`config.mk`:
```
export PLATFORM = sky130hd
export DESIGN_NAME = mixcol_seq
export DESIGN_NICKNAME = d
export VERILOG_FILES = /design/src/rtl/aes_pkg.sv /design/src/rtl/mixcol_column.sv /design/src/rtl/mixcol_seq.sv
export SDC_FILE = /design/constraint.sdc
export NUM_CORES = 1
export LEC_CHECK = 0
export CORE_MARGIN = 2
export CORE_UTILIZATION = 50
export CTS_BUF_LIST = sky130_fd_sc_hd__clkbuf_2 sky130_fd_sc_hd__clkbuf_4 sky130_fd_sc_hd__clkbuf_8
export DETAILED_ROUTE_END_ITERATION = 16
export PLACE_DENSITY = 0.84
export SKIP_CTS_REPAIR_TIMING = 1
export SLEW_MARGIN = 40
export SYNTH_ARGS = -nofsm -noshare
export SYNTH_HDL_FRONTEND = slang
export SYNTH_SLANG_ARGS = --single-unit
```
`constraint.sdc`:
```
create_clock -name i_clk -period 4.2 [get_ports i_clk]
set_input_delay 0.84 -clock i_clk [delete_from_list [all_inputs] [get_ports i_clk]]
set_output_delay 0.84 -clock i_clk [all_outputs]
set_load 0.01 [all_outputs]
```
`src/rtl/aes_pkg.sv`:
```
// Shared AES types and helpers for the MixColumns datapath: state/column
// typedefs, byte/column slice helpers, GF(2^8) multipliers, and the FSM encoding.
package aes_pkg;

    typedef logic [127:0] aes_state_t;
    typedef logic [31:0]  aes_col_t;

    typedef enum logic [1:0] {
        ST_IDLE = 2'd0,
        ST_BUSY = 2'd1,
        ST_DONE = 2'd2
    } mc_fsm_e;

    // Low byte of the AES field polynomial x^8 + x^4 + x^3 + x + 1.
    localparam logic [7:0] GF_RED = 8'h1B;

    // MSB position of byte k; byte 0 sits at the top of the state.
    function automatic logic [6:0] byte_msb(logic [3:0] k);
        return 7'd127 - {k, 3'd0};
    endfunction

    // MSB position of column c; column c holds bytes 4c..4c+3.
    function automatic logic [6:0] col_msb(logic [1:0] c);
        return 7'd127 - {c, 5'd0};
    endfunction

    function automatic aes_col_t get_col(aes_state_t s, logic [1:0] c);
        return s[col_msb(c) -: 32];
    endfunction

    function automatic aes_state_t set_col(aes_state_t s, logic [1:0] c, aes_col_t v);
        aes_state_t r;
        r = s;
        r[col_msb(c) -: 32] = v;
        return r;
    endfunction

    // Multiply by x, reducing modulo the field polynomial.
    function automatic logic [7:0] gf_x2(logic [7:0] a);
        return {a[6:0], 1'b0} ^ (a[7] ? GF_RED : 8'h00);
    endfunction

    function automatic logic [7:0] gf_x3(logic [7:0] a);
        return gf_x2(a) ^ a;
    endfunction

endpackage

```
`src/rtl/mixcol_column.sv`:
```
// Combinational transform of one 32-bit column. The inverse reuses the
// forward network after a cheap pre-mix with 4*(a0^a2) / 4*(a1^a3).
module mixcol_column
    import aes_pkg::*;
(
    input  aes_col_t col_i,
    input  logic     inv_i,
    output aes_col_t col_o
);

    logic [7:0] a [4];
    logic [7:0] b [4];
    logic [7:0] r [4];
    logic [7:0] u;
    logic [7:0] v;

    // Split the column into rows, apply the optional inverse pre-mix.
    always_comb begin
        a[0] = col_i[31:24];
        a[1] = col_i[23:16];
        a[2] = col_i[15:8];
        a[3] = col_i[7:0];
        u = gf_x2(gf_x2(a[0] ^ a[2]));
        v = gf_x2(gf_x2(a[1] ^ a[3]));
        if (inv_i) begin
            b[0] = a[0] ^ u;
            b[1] = a[1] ^ v;
            b[2] = a[2] ^ u;
            b[3] = a[3] ^ v;
        end else begin
            b[0] = a[0];
            b[1] = a[1];
            b[2] = a[2];
            b[3] = a[3];
        end
    end

    // Forward MixColumns on the (possibly pre-mixed) column.
    always_comb begin
        for (int i = 0; i < 4; i++) begin
            r[i] = gf_x2(b[i]) ^ gf_x3(b[(i + 1) % 4]) ^ b[(i + 2) % 4] ^ b[(i + 3) % 4];
        end
    end

    assign col_o = {r[0], r[1], r[2], r[3]};

endmodule

```
`src/rtl/mixcol_seq.sv`:
```
// Sequential (Inv)MixColumns engine: accepts a 128-bit state, transforms
// COLS_PER_CYCLE columns per busy cycle in place, then holds the result until
// downstream takes it.
module mixcol_seq
    import aes_pkg::*;
#(
    parameter int COLS_PER_CYCLE = 1
) (
    input  logic         i_clk,
    input  logic         i_rst_n,
    input  logic         i_valid,
    output logic         o_ready,
    input  logic         i_inv,
    input  logic [127:0] i_state,
    output logic         o_valid,
    input  logic         i_ready,
    output logic [127:0] o_state,
    output logic         o_busy
);

    // Any width outside {1,2,4} would leave columns untouched or wrap.
    generate
        if (!(COLS_PER_CYCLE == 1 || COLS_PER_CYCLE == 2 || COLS_PER_CYCLE == 4)) begin : g_bad_cpc
            $error("mixcol_seq: COLS_PER_CYCLE must be 1, 2 or 4");
        end
    endgenerate

    localparam logic [2:0] CNT_STEP = 3'(COLS_PER_CYCLE);
    localparam logic [2:0] CNT_LAST = 3'(4 - COLS_PER_CYCLE);

    mc_fsm_e    state_q, state_d;
    logic [2:0] cnt_q, cnt_d;
    aes_state_t work_q, work_d;
    logic       inv_q, inv_d;

    aes_col_t col_in  [COLS_PER_CYCLE];
    aes_col_t col_out [COLS_PER_CYCLE];

    // One column transformer per column handled in a busy cycle.
    generate
        for (genvar g = 0; g < COLS_PER_CYCLE; g++) begin : g_col
            assign col_in[g] = get_col(work_q, cnt_q[1:0] + 2'(g));
            mixcol_column u_col (
                .col_i (col_in[g]),
                .inv_i (inv_q),
                .col_o (col_out[g])
            );
        end
    endgenerate

    // Next-state: load in IDLE, write back column group in BUSY, wait in DONE.
    always_comb begin
        state_d = state_q;
        cnt_d   = cnt_q;
        work_d  = work_q;
        inv_d   = inv_q;
        case (state_q)
            ST_IDLE: begin
                if (i_valid) begin
                    work_d  = i_state;
                    inv_d   = i_inv;
                    cnt_d   = 3'd0;
                    state_d = ST_BUSY;
                end
            end
            ST_BUSY: begin
                for (int g = 0; g < COLS_PER_CYCLE; g++) begin
                    work_d = set_col(work_d, cnt_q[1:0] + 2'(g), col_out[g]);
                end
                cnt_d = cnt_q + CNT_STEP;
                if (cnt_q == CNT_LAST) begin
                    state_d = ST_DONE;
                end
            end
            ST_DONE: begin
                if (i_ready) begin
                    state_d = ST_IDLE;
                end
            end
            default: state_d = ST_IDLE;
        endcase
    end

    // State registers; reset drops any in-flight block.
    always_ff @(posedge i_clk or negedge i_rst_n) begin
        if (!i_rst_n) begin
            state_q <= ST_IDLE;
            cnt_q   <= 3'd0;
            work_q  <= '0;
            inv_q   <= 1'b0;
        end else begin
            state_q <= state_d;
            cnt_q   <= cnt_d;
            work_q  <= work_d;
            inv_q   <= inv_d;
        end
    end

    assign o_ready = (state_q == ST_IDLE);
    assign o_valid = (state_q == ST_DONE);
    assign o_busy  = (state_q == ST_BUSY) || (state_q == ST_DONE);
    assign o_state = work_q;

endmodule

```
Word-level counts from Yosys, hierarchy flattened
Index checks and enable logic that the tools add are counted.
{ "classes": {"bitwise": 30, "muxes": 18, "reduce_logical": 6, "eq_ne": 6, "shifts": 3, "n_addsub": 3} }
{ "ops": {"columns": ["operator", "count"], "rows": [
  ["one-hot mux 128 bit (2 select lines)", 1],
  ["XOR 8 bit", 30],
  ["variable shift 32 x 9 -> 159 bit, first input constant", 1],
  ["indexed part select 159 x 8 -> 32 bit", 1],
  ["indexed part select 32 x 9 -> 159 bit", 1],
  ["bitwise mux 128 bit", 1],
  ["two-way mux 128 bit", 1],
  ["two-way mux 5 bit", 8],
  ["two-way mux 32 bit", 1],
  ["negator 7 -> 9 bit", 1],
  ["subtractor 7 bit, first input constant", 1],
  ["two-way mux 2 bit", 3],
  ["one-hot mux 2 bit (3 select lines)", 1],
  ["one-hot mux 3 bit (2 select lines)", 1],
  ["inequality test 2 bit, second input constant", 2],
  ["AND reduction 2 bit", 2],
  ["adder 3 x 1 -> 3 bit, second input constant", 1],
  ["equality test 3 x 2 -> 1 bit, second input constant", 1],
  ["two-way mux 3 bit", 1],
  ["AND reduction 3 bit", 1],
  ["equality test 2 x 1 -> 1 bit, second input constant", 1],
  ["equality test 2 bit, second input constant", 1],
  ["logical NOT 2 bit", 1],
  ["inequality test 2 x 1 -> 1 bit, second input constant", 1],
  ["2 further kinds", 2]
]} }
{ "word_totals": {"out_inout_bits": 131, "input_bits": 133, "word_cells": 70, "regBits": 134} }

Depth between registers and ports, before layout
Gate-level depths: netlist of run 1.
{ "depth": {"word_depth": 18, "mapped_depth": 12, "ltp_nobuf": 8} }

Modules after synthesis
From an unflattened synthesis of run 1, not the netlist that was laid out.
{ "hier_totals": {"cells_unflattened": 863, "hier_area_um2": 9859.5} }
{ "by_module_without_submodules": {"columns": ["mod", "instances", "area_each_um2", "cells_per_inst", "seq_area_each_um2"], "rows": [
  ["mixcol_seq", 1, 8080.2, 676, 3353.2],
  ["mixcol_column", 1, 1779.2, 187, 0.0]
]} }

Least setup slack after synthesis of run 1
OpenSTA, ideal clock, no wires.
{ "synth_timing": {"path_kind": "register to register", "start": "register cnt_q[0]", "end": "register work_q[116] (netlist: o_state[116])", "period_less_slack_ns": 3.278, "setup_time_ns": 0.133, "stages_incl_launch_ff": 11, "required_time_ns": 4.067, "setup_slack_ns": 0.922, "arrival_time_ns": 3.146, "n_path_buf": 2, "cell_sequence": "dfrtp_1 -> buf_6 -> buf_8 -> mux4_1 -> xor2_1 -> xnor2_1 -> xor3_1 -> nand2_4 -> xnor3_2 -> xnor2_2 -> o22ai_1"} }
{ "synth_between": {"elab_chain_len": 16, "elab_cells_between_ends": 46, "classes_between": "add/sub (2); shift (3); mux (11); bitwise (30)"} }
{ "synth_lines": {"columns": ["element", "line_no", "text"], "rows": [
  ["start: declaration", "mixcol_seq.sv:32", "logic [2:0] cnt_q, cnt_d;"],
  ["start signal: assignment", "mixcol_seq.sv:93", "cnt_q <= cnt_d;"],
  ["subtractor 7 bit *", "aes_pkg.sv:24", "return 7'd127 - {c, 5'd0};"],
  ["indexed part select 159 x 8 -> 32 bit", "aes_pkg.sv:28", "return s[col_msb(c) -: 32];"],
  ["XOR 8 bit, on equally long branches", "mixcol_column.sv:23, mixcol_column.sv:24", null],
  ["XOR 8 bit or two-way mux 5 bit (tied branches) (2 in a row)", "aes_pkg.sv:40", "return {a[6:0], 1'b0} ^ (a[7] ? GF_RED : 8'h00);"],
  ["XOR 8 bit, on equally long branches", null, null],
  ["two-way mux 32 bit (tied with other cells)", "mixcol_column.sv:25", "if (inv_i) begin"],
  ["two-way mux 5 bit or two-way mux 32 bit (tied branches)", "aes_pkg.sv:40, mixcol_column.sv:25", null],
  ["XOR 8 bit", "aes_pkg.sv:40", null],
  ["XOR 8 bit", "aes_pkg.sv:44", "return gf_x2(a) ^ a;"],
  ["XOR 8 bit (3 in a row)", "mixcol_column.sv:41", "r[i] = gf_x2(b[i]) ^ gf_x3(b[(i + 1) % 4]) ^ b[(i + 2) % 4] ^ b[(i + 3) % 4];"],
  ["indexed part select 32 x 9 -> 159 bit", "aes_pkg.sv:34", "r[col_msb(c) -: 32] = v;"],
  ["bitwise mux 128 bit *", "aes_pkg.sv:34", null],
  ["one-hot mux 128 bit (2 select lines) *", "mixcol_seq.sv:57", "case (state_q)"],
  ["end signal: assignment", "mixcol_seq.sv:94", "work_q <= work_d;"],
  ["end: declaration", "mixcol_seq.sv:33", "aes_state_t work_q, work_d;"]
]} }
Every way passes the cells marked *; elsewhere a longest branch is shown, timed or not.
A chain may end at the register's enable or synchronous reset.

Worst setup path in the final report of run 1
{ "layout_timing": {"start": "register cnt_q[0]", "end": "register work_q[107] (netlist: o_state[107])"} }
Same word-level chain as after synthesis.

==> results of run 1 <==
==> placed cells by master (no fill, tap or decap), drive strengths merged <==
cell type / count
mux4: 33
a221oi: 2
a21oi: 66
a21boi: 1
nand3: 3
clkinv: 4
clkbuf: 18
a31oi: 2
o22ai: 65
nand2b: 4
mux2i: 1
ha: 8
xor3: 11
nand4: 3
o21a: 8
xor2: 45
and2: 2
clkinvlp: 2
or2: 1
mux2: 2
nor2b: 1
nand2: 82
xnor3: 20
o21ai: 62
clkdlybuf4s50: 262
a2bb2oi: 57
inv: 23
buf: 23
xnor2: 93
o221ai: 4
dfrtp: 134
nor2: 71
==> registers in the layout (all words and copies together) (netlist names) <==
| name | count |
|---|---|
| inv_q | 1 |
| state_q | 2 |
| o_state | 128 |
| cnt_q | 3 |
==> worst max-delay path: cells and delay by family, from the launching register on <==
kind	cells	cell delay [ns]
xor gates and xnor gates	5	1.77
muxes	1	0.70
AOI/OAI and AO/OA	1	0.17
and+or+nand+nor	1	0.17
buffers and inverters	1	0.26
DFF	1	0.64
==> per-layer routing <==
| metal | share of wire | wire [um] | vias up |
|---|---|---|---|
| li1 | - | - | 3572 |
| met1 | 0.36 | 11500 | 4115 |
| met2 | 0.49 | 15500 | 568 |
| met3 | 0.091 | 2900 | 162 |
| met4 | 0.057 | 1820 | 0 |
| met5 | 0 | 0 | - |
==> worst max path at each step <==
stage / from / to
floorplan: cnt_q[0] / o_state[116]
global placement: cnt_q[0] / o_state[73]
detailed placement: cnt_q[0] / o_state[9]
CTS: cnt_q[0] / o_state[9]
global route: cnt_q[0] / o_state[107]
finish: cnt_q[0] / o_state[107]
==> logic make-up (layout without fill, tap and decap cells) <==
kind of cell | Yosys count | count (layout)
AND/OR/NAND/NOR | 167 | 167
XOR/XNOR | 169 | 169
flip-flops | 134 | 134
multiplexers | 36 | 36
adder cells (fa/ha/maj) | 8 | 8
buffers and inverters | 76 | 332
AO/OA/AOI/OAI | 267 | 267
==> final cells by class <==
type                            count  share of cell area
Clock buffer                       18              0.0201
Inverter                           15             0.00498
Sequential cell                   134               0.273
Clock inverter                     14              0.0108
Multi-Input combinational cell    647               0.436
Timing Repair Buffer              285               0.232
Tap cell                          229              0.0233
==> metrics by stage <==
step	area (um^2)	setup WS [ns]	hold slack, ns	util
detailed placement	11900	0.120	0.489	0.670
global placement	11900	0.334	0.484	0.668
CTS	12300	0.0991	0.387	0.691
finish	12300	0.330	0.345	0.692
floorplan	9000	0.922	0.472	-
global route	12300	0.0639	0.386	0.692
==> results_dict.tcl, run 1 <==
set metrics [dict create \
    max_freq_mhz 258 \
    fillers 1297 \
    clockBufferDepth 2 \
    cp_data_required_time_ns 4.53 \
    die-area_um2 19100 \
    cpMaxStageDelayCell "mux4_1" \
    vias 8417 \
    area_growth_pct 36.7 \
    cts_tree "built" \
    ys.warnings.count 0 \
    pin_count 264 \
    grt-ovfl-total 0 \
    worstSetupPathType "register to register" \
    synth_fp_nets 998 \
    wl_um 31600 \
    synth-seq-area-share 0.373 \
    grt_pass1_wl_um 49100 \
    netlist_instances 857 \
    layout-drive-gt1-share 0.102 \
    fin_crit_ns 3.87 \
    r2r_cells 9 \
    fin_crit_sh 0.921 \
    slew_violations 0 \
    endpoint_kind "register" \
    dp_hpwl_um 23100 \
    coreArea_um2 17800 \
    gr-usage-all-layers 0.331 \
    crit_path_cell_trace "buf_12 -> mux4_1 -> xor2_2 -> xnor2_1 -> nand2_2 -> xnor2_1 -> xnor3_1 -> xor2_1 -> o22ai_1" \
    placedCellCount 1310 \
    multi_input_area_um2 5370 \
    grt_pass1_vias 8790 \
    fin_cells 1342 \
    drtPass1Iterations 6 \
    via_per_inst 6.27 \
    rows 49 \
    antenna_found_initial 0 \
    clock_sinks 134 \
    grtUsageMet3 0.0838 \
    slew_headroom 0.411 \
    ys_types 44 \
    grt_max_degree 90 \
    cpPeakStageDelay_ns 0.70 \
    gp_congestion 0.916 \
    finalSetupViolCount 0 \
    final_nets 1241 \
    yosysMostFrequentCell "dfrtp_1" \
    path_max_fanout 24 \
    syn_avg_cell_area_um2 10.5 \
    portBuffers 263 \
    tns_ns 0 \
    cp.arrival_ns 4.20 \
    synth_top_area_share 0.373 \
    synth_compound_area_frac 0.187 \
    synthArstFlopShare 1.00 \
    run_status "finished clean" \
    regArea_um2 3360 \
    cts_root_buf "clkbuf_8" \
    synth_top_family_by_area "XOR/XNOR gates" \
    tightestPinTransition_ns 0.881 \
    grt_setup_unrepaired "false" \
    cp-start-kind "register" \
    start_util 0.506 \
    ant_nets 0 \
    busiest_layer "met2" \
    first_iter_violations 741 \
    yosys.area_share.simple 0.0745 \
    synth_commonest_cells "dfrtp_1, xnor2_1, nand2_1, nor2_1, a21oi_1" \
    synthMuxAreaShare 0.0883 \
    syn_area_um2 9000 \
    r2r_slack_ns 0.33 \
    drc 0 \
    die_width_um 138 \
    numCtsBuffers 17 \
    clkTransAtPathRegs_ns 0.09 \
    use_met2 0.545 \
    synth_fa_ha_area_frac 0.0111 \
    synthFlopType "dfrtp_1" \
    max_cap_viol_count 0 \
    synth-seq-cells 134 \
    die_h_um 138 \
    reg2reg_from "cnt_q[0]" \
    synth_area_leaders "dfrtp_1, xnor2_1, mux4_2" \
    crit_top_cell "xnor2_1" \
    wl_per_cell_um 23.6 \
    worst_hold_path_type "primary input to async pin" \
    clkLatencyLatePin_ns 0.49 \
    synth-edff-count 0 \
    synth_top_area_cell "dfrtp_1" \
    finClkSkew_ns 0.0194 \
    synth_xor_area_frac 0.230 \
    grtUsageMet1 0.405 \
    htree_levels 4 \
    diodes 0 \
    hold_viol 0 \
    r2r_end "o_state[107]" \
]
Power of run 1 is left out: the tool's default activity adds up to more than one toggle a clock period on the data nets, which glitch-free logic cannot reach.
==> inputs of run 2 (changes only) <==
- ABC_CLOCK_PERIOD_IN_PS: not set -> 4200
==> results of run 2 <==
Same layout as run 1: the final DEF is identical, and so are final timing and power.
Power of run 2 is left out for the same reason.
